[src/rtl/twin_pair_serializer.sv]
// ============================================================================
// Module   : twin_pair_serializer
// Brief    : Accepts (d1, d2) word pairs on a valid/ready input, buffers them
//            in a small pair FIFO and emits each pair as two output beats.
// Revision : 1.0 - initial release
// ============================================================================
`default_nettype none

module twin_pair_serializer #(
  parameter int WIDTH = 8,
  parameter int DEPTH = 2
) (
  input  logic                     clk,
  input  logic                     rst,
  input  logic                     in_valid,
  output logic                     in_ready,
  input  logic [WIDTH-1:0]         in_d1,
  input  logic [WIDTH-1:0]         in_d2,
  output logic                     out_valid,
  input  logic                     out_ready,
  output logic [WIDTH-1:0]         out_data,
  output logic                     out_last,
  output logic [$clog2(DEPTH):0]   pair_count
);

  localparam int               c_AW       = $clog2(DEPTH);
  localparam logic [c_AW:0]    c_FULL     = (c_AW + 1)'(DEPTH);
  localparam logic [c_AW:0]    c_CNT_ONE  = (c_AW + 1)'(1);
  localparam logic [c_AW-1:0]  c_PTR_ONE  = c_AW'(1);

  typedef enum logic [0:0] {
    SEND_D1 = 1'b0,
    SEND_D2 = 1'b1
  } phase_t;

  phase_t            r_phase;
  phase_t            w_phase_next;
  logic [c_AW-1:0]   r_wptr;
  logic [c_AW-1:0]   r_rptr;
  logic [c_AW:0]     r_count;
  logic [c_AW-1:0]   w_wptr_next;
  logic [c_AW-1:0]   w_rptr_next;
  logic [c_AW:0]     w_count_next;
  logic [WIDTH-1:0]  r_mem_d1 [DEPTH];
  logic [WIDTH-1:0]  r_mem_d2 [DEPTH];

  logic              w_push;
  logic              w_beat;
  logic              w_pop;

  assign in_ready   = (r_count < c_FULL);
  assign out_valid  = (r_count != '0);
  assign out_data   = (r_phase == SEND_D1) ? r_mem_d1[r_rptr] : r_mem_d2[r_rptr];
  assign out_last   = out_valid && (r_phase == SEND_D2);
  assign pair_count = r_count;

  assign w_push = in_valid && in_ready;
  assign w_beat = out_valid && out_ready;
  // The head pair leaves the FIFO only once its d2 beat has transferred.
  assign w_pop  = w_beat && (r_phase == SEND_D2);

  always_comb begin
    w_phase_next = r_phase;
    w_wptr_next  = r_wptr;
    w_rptr_next  = r_rptr;
    w_count_next = r_count;

    if (w_beat) begin
      case (r_phase)
        SEND_D1: w_phase_next = SEND_D2;
        SEND_D2: w_phase_next = SEND_D1;
        default: w_phase_next = SEND_D1;
      endcase
    end

    if (w_push) begin
      w_wptr_next = r_wptr + c_PTR_ONE;
    end
    if (w_pop) begin
      w_rptr_next = r_rptr + c_PTR_ONE;
    end

    case ({w_push, w_pop})
      2'b10:   w_count_next = r_count + c_CNT_ONE;
      2'b01:   w_count_next = r_count - c_CNT_ONE;
      default: w_count_next = r_count;
    endcase
  end

  always_ff @(posedge clk) begin
    if (!rst) begin
      r_phase <= SEND_D1;
    end else begin
      r_phase <= w_phase_next;
    end
  end

  always_ff @(posedge clk) begin
    if (!rst) begin
      r_wptr  <= '0;
      r_rptr  <= '0;
      r_count <= '0;
    end else begin
      r_wptr  <= w_wptr_next;
      r_rptr  <= w_rptr_next;
      r_count <= w_count_next;
    end
  end

  // Storage needs no reset; a write during reset would be invisible anyway.
  always_ff @(posedge clk) begin
    if (rst && w_push) begin
      r_mem_d1[r_wptr] <= in_d1;
      r_mem_d2[r_wptr] <= in_d2;
    end
  end

endmodule

`default_nettype wire

[config.mk]
export PLATFORM = sky130hd
export DESIGN_NAME = twin_pair_serializer
export DESIGN_NICKNAME = d
export VERILOG_FILES = /design/src/rtl/twin_pair_serializer.sv
export SDC_FILE = /design/constraint.sdc
export NUM_CORES = 1
export LEC_CHECK = 0
export CELL_PAD_IN_SITES_DETAIL_PLACEMENT = 0
export CELL_PAD_IN_SITES_GLOBAL_PLACEMENT = 1
export CORE_AREA = 2 2 61 63
export DETAILED_ROUTE_END_ITERATION = 10
export DIE_AREA = 0 0 63 65
export PLACE_DENSITY = 0.83
export SYNTH_ARGS = -nofsm -noshare
export SYNTH_HDL_FRONTEND = slang
export SYNTH_SLANG_ARGS = --single-unit
export TNS_END_PERCENT = 5
[constraint.sdc]
create_clock -name clk -period 2.65 [get_ports clk]
set_input_delay 0.6625 -clock clk [delete_from_list [all_inputs] [get_ports clk]]
set_output_delay 0.6625 -clock clk [all_outputs]
set_load 0.02 [all_outputs]
== Yosys cells after proc, flatten, opt, wreduce, memory -nomap -nowiden ==
Memories as Yosys holds them, arrays and structs flattened. A register that Yosys moved wholly into a read port is not among the register bits.
Cells that the tools add are included.

* Reductions and logical operators: 7
* Mux-type cells: 9
* Eq/ne operators: 2
* Order comparisons: 1
* Bitwise gates (word level): 1
* $add $sub $neg: 4

{| class="wikitable"
|+ Operator list
! cell !! count
|-
| $mux W8 || 1
|-
| $mux W1 || 6
|-
| $logic_and A1 B1 Y1 || 5
|-
| $pmux W2 S2 || 1
|-
| $reduce_bool A2 Y1 || 2
|-
| $add A1 B1 Y1 const B || 2
|-
| $add A2 B1 Y2 const B || 1
|-
| $eq A2 B1 Y1 const B || 1
|-
| $eq A2 B2 Y1 const B || 1
|-
| $lt A2 B2 Y1 const B || 1
|-
| $pmux W1 S2 || 1
|-
| $sub A2 B1 Y2 const B || 1
|-
| $not A1 Y1 || 1
|}

* Memories kept: 2
* Memory bits (writable): 32
* Input port bits: 20
* Output and inout bits: 13
* Flip-flop bits (word level): 5
* Word-level logic and storage cells: 30

{| class="wikitable"
|+ Memories
! memory !! depth !! bits a word !! read ports !! clocked after memory_dff !! wr ports !! RTL line !! RTL
|-
| r_mem_d1 || 2 || 8 || 1 || 1 || 1 || 44 || <nowiki>logic [WIDTH-1:0] r_mem_d1 [DEPTH];</nowiki>
|-
| r_mem_d2 || 2 || 8 || 1 || 1 || 1 || 45 || <nowiki>logic [WIDTH-1:0] r_mem_d2 [DEPTH];</nowiki>
|}

== Logic depth before layout (Yosys ltp) ==
Gate-level depths: netlist of run 1.

* Depth after elaboration: 5
* Depth in mapped cells: 7
* Mapped depth without buffers: 6

== Worst setup path before layout of run 1 ==
OpenSTA, ideal clock, no wires.

* Path kind: input to register
* From: input port in_valid
* To: memory r_mem_d1[0][0] (enable)
* Stages: 3
* Arrival: 1.572 ns
* Data required time: 2.261 ns
* Library setup time: 0.389 ns
* Path buffers: 0
* Path slack: 0.689 ns
* Cells stage by stage: and2b_2 nand2_1 nor2_1

* Longest elaborated chain between the ends: 4

{| class="wikitable"
|+ RTL lines
! what !! RTL line !! RTL
|-
| start: declaration || 15 || <nowiki>input logic in_valid,</nowiki>
|-
| $logic_and A1 B1 Y1 || 57 || <nowiki>assign w_push = in_valid && in_ready;</nowiki>
|-
| $logic_and A1 B1 Y1 || 112 || <nowiki>if (rst && w_push) begin</nowiki>
|-
| $mux W1 || 112 ||
|-
| $mux W1 (not written as such) || 113 || <nowiki>r_mem_d1[r_wptr] <= in_d1;</nowiki>
|-
| end: declaration || 44 ||
|}

Every way passes these cells.

==> results.toml, run 1 <==
[drt]
vias_per_cell = 4.76
num_vias = 771
drc = 0
wl_mm = 2.40
final_antenna_net_count = 0
initialDrtViolationCount = 28
routedWlPerCell_microns = 14.8
first_pass_iters = 2

[critical_path]
worst-path-max-fanout = 8
cp_top_family = "buffers and inverters"
worstPathRequired_ns = 1.99
max_stage_delay_ns = 0.55
crit_slowest_cell = "clkdlybuf4s50_1"
arrival_ns = 1.91
path_buf_inv = 2
path_cells = "buf_4, mux4_2, clkdlybuf4s50_1"
worst_setup_path_start_kind = "flip-flop"
critical_path_class = "reg -> out"
end_kind = "primary output"

[placement]
place.gp.congestion = 0.673
preCtsSetupSlack_ns = 0.411
port-buffer-count = 32
dpl_cell_area_sq_mm = 0.00184

[yosys]
synthesis.area_sq_mm = 0.00146
synth_cells = 74
yosys.area.top_type = "edfxtp_1"
ys_ff_latch = 38
synthTopCellsByCount = "edfxtp_1, mux4_2, dfxtp_1, and2_1, xnor2_1"
synth_edf_count = 32
synthTopCellsByArea = "edfxtp_1, mux4_2, dfxtp_1"
synth_nets = 95
synth.avg_cell_area_sq_um = 19.7
ys_seq_area_share_pct = 74.0
synth_most_common_cell = "edfxtp_1"
synth.distinct_cells = 22
ys.flop_type = "edfxtp_1"
ys_async_sr_fraction_pct = 0
yosysWarnings = 0
synth_top_area_share_pct = 65.8

[floorplan]
core_sq_mm = 0.00350
initial_utilization_pct = 41.8
die_w_microns = 63
fp.dieH_microns = 65
row_count = 22
dieArea_sq_mm = 0.00410
ios = 33

[min_path]
worstHoldPathType = "reg -> reg"

[sta]
tns_ns = 0
tightestPinTransition_ns = 0.294
finalClockSkew_ns = 0.0107
relSlewSlack_pct = 80.4
fmax_mhz = 389
hold_ws_ns = 0.487
hold_viol_final = 0
drv_slew = 0
fin_crit_sh_pct = 97.0
rsz0062_at_grt = "no"
setup_viol_count_final = 0
timing.final.ws_setup_ns = 0.0795
period_needed_ns = 2.57

[final_layout]
finish.utilization_pct = 54.3
drive_above_1_share_pct = 18.4
stdcell_area_sq_mm = 0.00190
fillers = 304
seq_area_sq_mm = 0.00108
final_nets = 134
syn_to_final_growth_pct = 30.1
antenna_cells = 0
multi_input_area_sq_um = 350

[grt]
antenna_found_initial = 0
grt_first_pass_wirelength_mm = 3.82
overflow = 0
grt_pass1_vias = 814
grt_usage_pct = 13.0
grt_max_degree = 17

[clocking]
ctsHoldBuffers = 0
cts.sinks = 38
clkTransAtPathRegs_ns = 0.09
cts_tree = "done"
clk_latency_ns = 0.34
cts_resized = 0
h-tree-depth = 2
root_buffer = "clkbuf_4"
cts_buffers = 5
clock_path_buffers = 2
post_cts_buffers = 0

[power_and_ir_drop]
leakage_nw = 0.653
p_per_area_mw_per_mm2 = 653
peakVddDrop_mv = 0.300

[outcome]
outcome = "finished clean"

[flow_run]
max_cap_violations = 0
placed cells by master, fill, tap and decap left out:
cell	n
o21ai_0	2
and2_1	3
nand2_1	2
inv_1	2
dfxtp_1	5
clkbuf_1	2
clkbuf_4	5
edfxtp_1	32
xnor2_1	3
xor2_1	1
ha_1	1
mux4_2	8
and2_2	1
or2_4	1
and3_1	1
or3_1	1
mux2i_1	2
dlymetal6s2s_1	3
clkinv_1	1
and3_4	1
a21boi_1	1
and2b_2	1
clkdlybuf4s50_1	29
buf_4	3
dfxtp_2	1
nor2_1	1
nand2b_1	1
cell families (layout without fill, tap and decap cells):
logic type / after synthesis / count (layout) / synth area share [%]
flops: 38 / 38 / 74.0
fa+ha+maj: 1 / 1 / 0.857
xor+xnor: 4 / 4 / 2.40
simple gates: 13 / 13 / 5.83
compound gates: 3 / 3 / 1.20
buf+inv: 5 / 45 / 1.97
mux: 10 / 10 / 13.7
tightest hold or removal path: stages, from the launching register on:
cell and delay [ns]:
dfxtp_1 0.32, nand2_1 0.07, mux2i_1 0.06
cell type report:
| cell class | instances | area share, % |
|---|---|---|
| clock buffers | 7 | 2.37 |
| clock inverters | 1 | 0.198 |
| inverters | 2 | 0.395 |
| multi-input cells | 31 | 18.4 |
| flip-flops and latches | 38 | 57.0 |
| well taps | 48 | 3.16 |
| repair buffers | 35 | 18.4 |
flip-flops by register name (all words and copies together), names as in the netlist, named ones only:
signal      flops
r_mem_d1       16
r_mem_d2       16
pair_count      2
r_phase         1
r_rptr          1
r_wptr          1
power by group:
part	switching (W)	internal [W]	leakage [nW]
combinational	0.000107	0.000141	0.284
clock	0.000170	0.000102	0.0269
sequential	0.0000300	0.000690	0.343
total	0.000307	0.000933	0.653
routing by layer:
layer / up-vias / share of wire, % / track usage (%)
met2: 29 / 46 / 19.8
li1: 361 / - / -
met1: 374 / 45 / 16.0
met4: 0 / 1.9 / 5.83
met5: - / 0 / 0
met3: 7 / 7.1 / 5.90
stage by stage:
stage	power (W)	std cells
6_report	0.00124	162
5_1_grt	0.00130	162
4_1_cts	0.00126	162
3_5_place_dp	0.000985	154
3_3_place_gp	0.000978	154
2_1_floorplan	0.000864	74
worst paths after layout:
kind | from | end | slack, ns | cells after the start
worst min register to register | r_rptr | r_rptr | 0.49 | 2
worst min-delay path | r_rptr | r_rptr | 0.49 | 2
worst max register to register | pair_count[1] | pair_count[1] | 0.96 | 5
worst max-delay path | flip-flop | out_data[5] | 0.08 | 3
No activity file was read; power rests on OpenSTA's default activity.
==> run 2, diff against run 1 <==
ABC_AREA = 1   (was unset)
CORE_AREA = 2 2 63 65   (was 2 2 61 63)
DIE_AREA = 0 0 65 67   (was 0 0 63 65)
PLACE_DENSITY = 0.84   (was 0.83)
==> results.toml, run 2 <==
[yosys]
synthTopCellsByArea = "edfxtp_1, dfxtp_1, nor2_1"
synth.avg_cell_area_sq_um = 12.3
synth_nets = 142
synth_edf_count = 32
synthesis.area_sq_mm = 0.00149
synth.distinct_cells = 19
synth_adder_area_share_pct = 0.841
synth_cells = 121
synth_xor_area_share_pct = 0
ys_async_sr_fraction_pct = 0
synthTopCellsByCount = "edfxtp_1, nor2_1, o21ai_0, inv_1, nand2_1"
synth_compound_area_share_pct = 10.9
yosysWarnings = 0
yosys.area.top_type = "edfxtp_1"
synth_most_common_cell = "edfxtp_1"
synthMuxAreaShare_pct = 0
synth_top_family_by_area = "compound AO/OA/AOI/OAI gates"
ys.flop_type = "edfxtp_1"
ys_seq_area_share_pct = 72.7
synth_top_area_share_pct = 64.6
ys_ff_latch = 38
synth-simple-area-share_pct = 10.9

[critical_path]
worst_setup_path_start_kind = "flip-flop"
worst-path-max-fanout = 12
max_stage_delay_ns = 0.64
crit_slowest_cell = "clkdlybuf4s50_1"
path_buf_inv = 1
end_kind = "primary output"
cp_top_family = "buffers and inverters"
critical_path_class = "reg -> out"
worstPathRequired_ns = 1.99
arrival_ns = 1.88
path_cells = "o21ai_0, o22ai_1, clkdlybuf4s50_1"

[flow_run]
max_cap_violations = 0

[floorplan]
initial_utilization_pct = 41.3
die_w_microns = 65
core_sq_mm = 0.00361
dieArea_sq_mm = 0.00436
row_count = 22
ios = 33
fp.dieH_microns = 67

[placement]
place.gp.congestion = 0.803
hpwl_mm = 1.92
dp_cells = 201
port-buffer-count = 32
dpl_cell_area_sq_mm = 0.00187

[sta]
setup_viol_count_final = 0
finalClockSkew_ns = 0.00700
hold_ws_ns = 0.471
fin_crit_sh_pct = 96.1
fmax_mhz = 393
tightestPinTransition_ns = 0.449
tns_ns = 0
period_needed_ns = 2.55
rsz0062_at_grt = "no"
drv_slew = 0
hold_viol_final = 0
relSlewSlack_pct = 70.0

[drt]
vias_per_cell = 4.87
first_pass_iters = 4
num_vias = 1018
wl_mm = 2.79
final_antenna_net_count = 0
initialDrtViolationCount = 64
drc = 0
routedWlPerCell_microns = 13.3

[final_layout]
syn_to_final_growth_pct = 32.8
seq_area_sq_mm = 0.00108
stdcell_area_sq_mm = 0.00198
antenna_cells = 0
final_nets = 181
final_cell_mix = "clkdlybuf4s50_1, edfxtp_1, nor2_1"
drive_above_1_share_pct = 10.6
fillers = 306
multi_input_area_sq_um = 343
stdcell_count = 209

[clocking]
cts.sinks = 38
clkTransAtPathRegs_ns = 0.07
cts_tree = "done"
root_buffer = "clkbuf_8"
clk_latency_ns = 0.29
clock_path_buffers = 2
cts_buffers = 5
h-tree-depth = 2

[grt]
overflow = 0
grt_first_pass_wirelength_mm = 4.53
grt_usage_pct = 14.2
antenna_found_initial = 0
grt_pass1_vias = 1014
grt_max_degree = 17

[power_and_ir_drop]
leakage_nw = 0.709
peakVddDrop_mv = 0.396
p_per_area_mw_per_mm2 = 692
power_w = 0.00137

[min_path]
worstHoldPathType = "reg -> reg"

[outcome]
outcome = "finished clean"
run 2: cell count changes after synthesis, moves of 3 or more:
cell     delta
nor2_1     +23
o21ai_0    +11
inv_1       +8
mux4_2      -8
o22ai_1     +8
nand2_1     +7
a21oi_1     +4
and2_1      -3
xnor2_1     -3
run 2: cells by family after synthesis:
kind of cell | Yosys count
flops | 38
fa+ha+maj | 1
simple gates | 39
buf+inv | 14
compound gates | 29
run 2: area by class of cell:
class                   instances  share of cell area, %
flip-flops and latches         38                   54.8
multi-input cells              69                   17.4
well taps                      48                   3.04
inverters                      11                   2.09
repair buffers                 35                   17.4
clock buffers                   7                   3.86
clock inverters                 1                   1.52
run 2: worst register-to-register path, delay by kind of cell (launching register included):
family / cells / cell delay (ns)
DFF: 1 / 0.60
and+or+nand+nor: 5 / 0.43
buffers and inverters: 2 / 0.17
adders and majority gates: 1 / 0.24
run 2: layer usage:
metal	wire, microns	GRT usage [%]	up-vias	share of wire [%]
li1	-	-	505	-
met3	175	5.24	4	6.3
met4	36	5.32	0	1.3
met5	0	0	-	0
met1	1240	17.0	478	45
met2	1330	23.3	31	48
run 2: path summary, 6_finish.rpt:
path                start       endpoint  slack, ns  depth (start not counted)
setup reg to reg  r_phase  pair_count[1]       1.16                          8
hold reg to reg    r_wptr         r_wptr       0.47                          2
setup / recovery  r_phase    out_data[3]       0.10                          3
hold / removal     r_wptr         r_wptr       0.47                          2
run 2: where the power goes:
| part | internal, W | leakage [nW] | switching [W] |
|---|---|---|---|
| Sequential | 0.000678 | 0.343 | 0.0000163 |
| Clock | 0.000281 | 0.0524 | 0.000189 |
| Combinational | 0.0000960 | 0.314 | 0.000107 |
| Total | 0.00106 | 0.709 | 0.000312 |
run 2: repair_timing:
action | in CTS | in global routing
hold buffers | 0 | 0
buffers inserted | 0 | 0
gates resized for setup | 2 | 0
endpoints found under the setup margin | 3 | 0
run 2: metrics by stage:
stage | setup slack (ns) | utilization, %
floorplan | 0.338 | -
global placement | 0.325 | 51.8
detailed placement | 0.295 | 51.8
CTS | 0.0923 | 54.8
global route | 0.0157 | 54.8
finish | 0.103 | 54.8
